===== config.mk =====
export PLATFORM = sky130hd
export DESIGN_NAME = aes_round_sequencer
export DESIGN_NICKNAME = d
export VERILOG_FILES = /design/src/rtl/aes_round_sequencer.sv
export SDC_FILE = /design/constraint.sdc
export NUM_CORES = 1
export LEC_CHECK = 0
export ABC_AREA = 1
export BUFFER_PORTS_ARGS = -buffer_cell sky130_fd_sc_hd__buf_4
export CELL_PAD_IN_SITES_DETAIL_PLACEMENT = 0
export CELL_PAD_IN_SITES_GLOBAL_PLACEMENT = 2
export CORE_ASPECT_RATIO = 0.7
export CORE_MARGIN = 2
export CORE_UTILIZATION = 30
export CTS_BUF_LIST = sky130_fd_sc_hd__clkbuf_16
export DETAILED_ROUTE_END_ITERATION = 8
export PLACE_DENSITY_LB_ADDON = 0.1
export REMOVE_ABC_BUFFERS = 1
export SKIP_CTS_REPAIR_TIMING = 1
export SLEW_MARGIN = 20
export SYNTH_ARGS = -nofsm -noshare
export SYNTH_HDL_FRONTEND = slang
export SYNTH_SLANG_ARGS = --single-unit

===== constraint.sdc =====
create_clock -name clk -period 1.65 [get_ports clk]
set_input_delay 0.0825 -clock clk [delete_from_list [all_inputs] [get_ports clk]]
set_output_delay 0.0825 -clock clk [all_outputs]
set_load 0.1 [all_outputs]

===== src/rtl/aes_round_sequencer.sv =====
// aes_round_sequencer
//   Round scheduler between the block-request interface and the key_expand /
//   cipher-round datapath. It accepts one request per in_valid/in_ready
//   handshake, re-expands the key when needed, steps the round index and
//   raises out_valid for a completion handshake.
//
//   Optional feature macro: AES_DECRYPT_EN (decrypt round ordering Nr..0).
//
// Ports
//   clk, rst            clock, asynchronous active-high reset
//   in_valid/in_ready   request handshake (ready only while idle)
//   in_new_key          force key re-expansion
//   in_key_length       00/01=128, 10=192, 11=256
//   in_decrypt          decrypt request (AES_DECRYPT_EN builds only)
//   kx_change_key       key_expand load strobe
//   kx_key_length       key length sent with kx_change_key
//   kx_round            round index to key_expand (mirrors round counter)
//   kx_valid            key_expand schedule valid
//   kx_key_length_in    key length currently held by key_expand
//   dp_load             load state + AddRoundKey(round 0)
//   dp_round_en         execute one cipher round
//   dp_final            current round is the final one
//   out_valid/out_ready completion handshake
//   kx_error            sticky key_expand timeout flag
module aes_round_sequencer #(
    parameter int unsigned KX_TIMEOUT = 32
) (
    input  logic       clk,
    input  logic       rst,
    input  logic       in_valid,
    output logic       in_ready,
    input  logic       in_new_key,
    input  logic [1:0] in_key_length,
    input  logic       in_decrypt,
    output logic       kx_change_key,
    output logic [1:0] kx_key_length,
    output logic [3:0] kx_round,
    input  logic       kx_valid,
    input  logic [1:0] kx_key_length_in,
    output logic       dp_load,
    output logic       dp_round_en,
    output logic       dp_final,
    output logic       out_valid,
    input  logic       out_ready,
    output logic       kx_error
);

    typedef enum logic [2:0] {
        S_IDLE, S_KEY_REQ, S_KEY_WAIT, S_LOAD, S_ROUND, S_DONE
    } state_t;

    localparam logic [7:0] LP_TIMEOUT = KX_TIMEOUT[7:0];

    state_t     r_state;
    logic [3:0] r_rnd;
    logic [1:0] r_len;
    logic [7:0] r_wait;
    logic       r_err;

    logic       w_dec;
    logic [3:0] w_nr;
    logic [3:0] w_start_in;
    logic [3:0] w_start_lat;
    logic [3:0] w_step;
    logic       w_last;

    function automatic logic [3:0] nr_of(input logic [1:0] len);
        case (len)
            2'b10:   return 4'd12;
            2'b11:   return 4'd14;
            default: return 4'd10;
        endcase
    endfunction

`ifdef AES_DECRYPT_EN
    logic r_dec;
    assign w_dec      = r_dec;
    // Decrypt starts from the last round key, so LOAD presents Nr.
    assign w_start_in = in_decrypt ? nr_of(in_key_length) : 4'd0;
`else
    logic w_unused_decrypt;
    assign w_unused_decrypt = in_decrypt;
    assign w_dec            = 1'b0;
    assign w_start_in       = 4'd0;
`endif

    assign w_nr        = nr_of(r_len);
    assign w_start_lat = w_dec ? w_nr : 4'd0;
    assign w_step      = w_dec ? (r_rnd - 4'd1) : (r_rnd + 4'd1);
    assign w_last      = w_dec ? (r_rnd == 4'd0) : (r_rnd == w_nr);

    always_ff @(posedge clk or posedge rst) begin
        if (rst) begin
            r_state <= S_IDLE;
            r_rnd   <= '0;
            r_len   <= 2'b11;
            r_wait  <= '0;
            r_err   <= 1'b0;
`ifdef AES_DECRYPT_EN
            r_dec   <= 1'b0;
`endif
        end else begin
            case (r_state)
                S_IDLE: begin
                    if (in_valid) begin
                        r_len <= in_key_length;
`ifdef AES_DECRYPT_EN
                        r_dec <= in_decrypt;
`endif
                        if (in_new_key || (in_key_length != kx_key_length_in)) begin
                            r_state <= S_KEY_REQ;
                        end else begin
                            r_state <= S_LOAD;
                            r_rnd   <= w_start_in;
                        end
                    end
                end
                S_KEY_REQ: begin
                    // kx_change_key fires only while key_expand reports idle
                    if (kx_valid) begin
                        r_state <= S_KEY_WAIT;
                        r_wait  <= 8'd1;
                    end
                end
                S_KEY_WAIT: begin
                    // Cycle 1 is a guard: key_expand still shows the old valid.
                    if ((r_wait != 8'd1) && kx_valid) begin
                        r_state <= S_LOAD;
                        r_rnd   <= w_start_lat;
                    end else if (r_wait >= LP_TIMEOUT) begin
                        r_err   <= 1'b1;
                        r_state <= S_IDLE;
                    end else begin
                        r_wait <= r_wait + 8'd1;
                    end
                end
                S_LOAD: begin
                    r_state <= S_ROUND;
                    r_rnd   <= w_step;
                end
                S_ROUND: begin
                    if (w_last) begin
                        r_state <= S_DONE;
                    end else begin
                        r_rnd <= w_step;
                    end
                end
                S_DONE: begin
                    if (out_ready) begin
                        r_state <= S_IDLE;
                        r_rnd   <= '0;
                    end
                end
                default: begin
                    r_state <= S_IDLE;
                    r_rnd   <= '0;
                end
            endcase
        end
    end

    assign in_ready      = (r_state == S_IDLE);
    assign kx_change_key = (r_state == S_KEY_REQ) && kx_valid;
    assign kx_key_length = (r_state == S_KEY_REQ) ? r_len : 2'b00;
    assign kx_round      = r_rnd;
    assign dp_load       = (r_state == S_LOAD);
    assign dp_round_en   = (r_state == S_ROUND);
    assign dp_final      = (r_state == S_ROUND) && w_last;
    assign out_valid     = (r_state == S_DONE);
    assign kx_error      = r_err;

endmodule


==> reports/qor.yml <==
synthesis:
  ys_seq_area_share_pct: 36.4
  synth_top_cell_by_area: "dfrtp_1"
  syn_area_um2: 1240
  yosys_warnings: 0
  synth.top_cell.area_share_pct: 32.2
  ys_ff_latch: 18
  synth.top_cells.by_area: "dfrtp_1 32%, nand2_1 14%, inv_1 8.1%"
  postSynthAreaPerCell_um2: 7.03
  postSynthCellCount: 177
  synth.distinct_cells: 24
placed_design:
  dpl_cell_area_um2: 1490
  hpwlAfterDp_mm: 2.25
  io_buffers: 22
  dp_cells: 253
  globalplace.congestion: 0.786
setup_path:
  crit_fanout: 7
  critPathKind: "reg -> out"
  cp-end-kind: "output port"
  critPathArrivalTime_ns: 1.47
  start_kind: "register"
  cp.required_ns: 1.57
die:
  fp.dieArea_um2: 4680
  fp.dieW_um: 81.0
  start_util_pct: 31.5
  num_rows: 19
  ios: 24
  die_y_um: 57.9
  core_um2: 3950
grt:
  antenna_found_initial: 0
  overflow: 0
  grt_pass1_vias: 1023
  grt_usage_pct: 13.7
  grt_start_max_net_pins: 19
  grt_pass1_wl_mm: 4.93
route:
  antenna_left: 0
  post_drt_via_cell_ratio: 4.33
  drc: 0
  firstDrtPassIters: 4
  drtIter0Drc: 51
  wl_mm: 2.80
  num_vias: 1114
  routedWlPerCell_um: 10.9
clocking:
  cts-buffers-inserted: 3
  clk_latency_ns: 0.25
  clock_sinks: 18
  clockRootBuffer: "clkbuf_16"
  cts_tree: "yes"
  htree_levels: 1
  clock_path_buffers: 2
  clkTransAtPathRegs_ns: 0.06
outcome:
  violations: "negative hold slack"
  outcome: "finished with violations"
sta:
  hold_viol_final: 16
  period_needed_ns: 1.55
  whs_ns: -0.0611
  slew_headroom_pct: 54.1
  fin_crit_sh_pct: 94.2
  skew_ns: 0.00688
  slew_violations: 0
  tightest_slew_ns: 0.688
  setup_viol: 0
  max_freq_mhz: 644
cells_and_area:
  final_util_pct: 41.0
  antenna_cells: 0
  drive_above_1_share_pct: 29.3
  instances_no_fill: 257
  fin_area_um2: 1620
  syn_to_final_growth_pct: 30.2
  nets: 221
flow_run:
  cap_violations: 0
pwr:
  p_leak_nw: 0.849
  p_per_area_nw_per_um2: 1890
  ir_drop_mv: 0.916
min_path:
  hold_path.class: "in -> async"
[kinds of logic after synthesis]
group / share of synthesized area (%)
and+or+nand+nor: 39.7
adders and majority gates: 4.02
buffers and inverters: 9.86
AOI/OAI and AO/OA: 7.85
DFF: 36.4
xor gates and xnor gates: 2.11
[critical path: stages (launching register included)]
cell and delay, ns:
dfrtp_1 0.49, nor2_2 0.16, inv_2 0.08, nor2_4 0.13, nand3_2 0.11, inv_2 0.08, buf_12 0.16
[final cells by class]
class	count	area [µm²]
inverter	32	123
clock inverter	1	3.75
clock buffer	3	75.1
sequential	18	454
multi-input combinational	127	698
tap	52	65.1
fill	431	2330
timing repair buffer	24	200
[cell usage in the layout, fill, tap and decap left out, types with 2 or more instances in the layout]
cell        n
nor2_1     21
o21ai_1     4
ha_1        4
buf_4      22
nand4_1     3
nand3_2     2
dfstp_2     2
clkbuf_16   3
inv_2       5
o21ai_0     5
xor2_1      2
nand3b_1    3
nor2_4      3
a21oi_1     2
o21ai_2     4
inv_1      26
dfrtp_1    15
nand2_1    46
nand2_2     8
nor2_2      4
nand3_1    10
[Yosys cell counts (all sizes together)]
master and count:
nand2 55, inv 32, nor2 28, dfrtp 16, nand3 13, o21ai 13
ha 4, nand3b 3, nand4 3, a21oi 2, dfstp 2, xor2 2
nor3 1, nor3b 1, o21bai 1, xnor2 1
[per-layer routing]
metal / vias to the layer above / part of all wire [%] / global-route usage [%]
li1: 605 / - / -
met1: 486 / 55 / 21.7
met2: 23 / 39 / 18.4
met3: 0 / 5.8 / 3.89
met4: 0 / 0 / 2.18
met5: - / 0 / 0
[stage by stage]
stage | TNS (ns) | worst slack, ns | power [mW]
2_1_floorplan | -5.72 | -0.785 | 2.13
3_3_place_gp | 0 | 0.151 | 2.53
3_5_place_dp | 0 | 0.148 | 2.53
4_1_cts | -0.0931 | -0.0931 | 3.03
5_1_grt | -0.0139 | -0.0139 | 3.31
6_report | 0 | 0.0965 | 3.07
[final timing paths]
path                       slack [ns]  cells past startpoint             start           to
setup / recovery                  0.1                      6        r_state[0]     dp_final
hold reg to reg                  0.48                      1          kx_error     kx_error
setup reg to reg                 0.15                     11         r_wait[1]  kx_round[3]
min in group clk                 0.11                      3  in_key_length[1]     r_len[1]
max in group asynchronous        1.23                      2               rst   r_state[2]
hold / removal                  -0.06                      2               rst    r_wait[6]
[report_power, final]
part / internal, mW / switching [mW]
Clock: 0.322 / 0.165
Sequential: 0.575 / 0.146
Combinational: 0.486 / 1.37
[sequential cells by signal (all words and copies together), names as in the netlist]
register,count
r_wait,8
r_len,2
kx_error,1
r_state,3
kx_round,4
No activity file was read; power rests on OpenSTA's default activity.
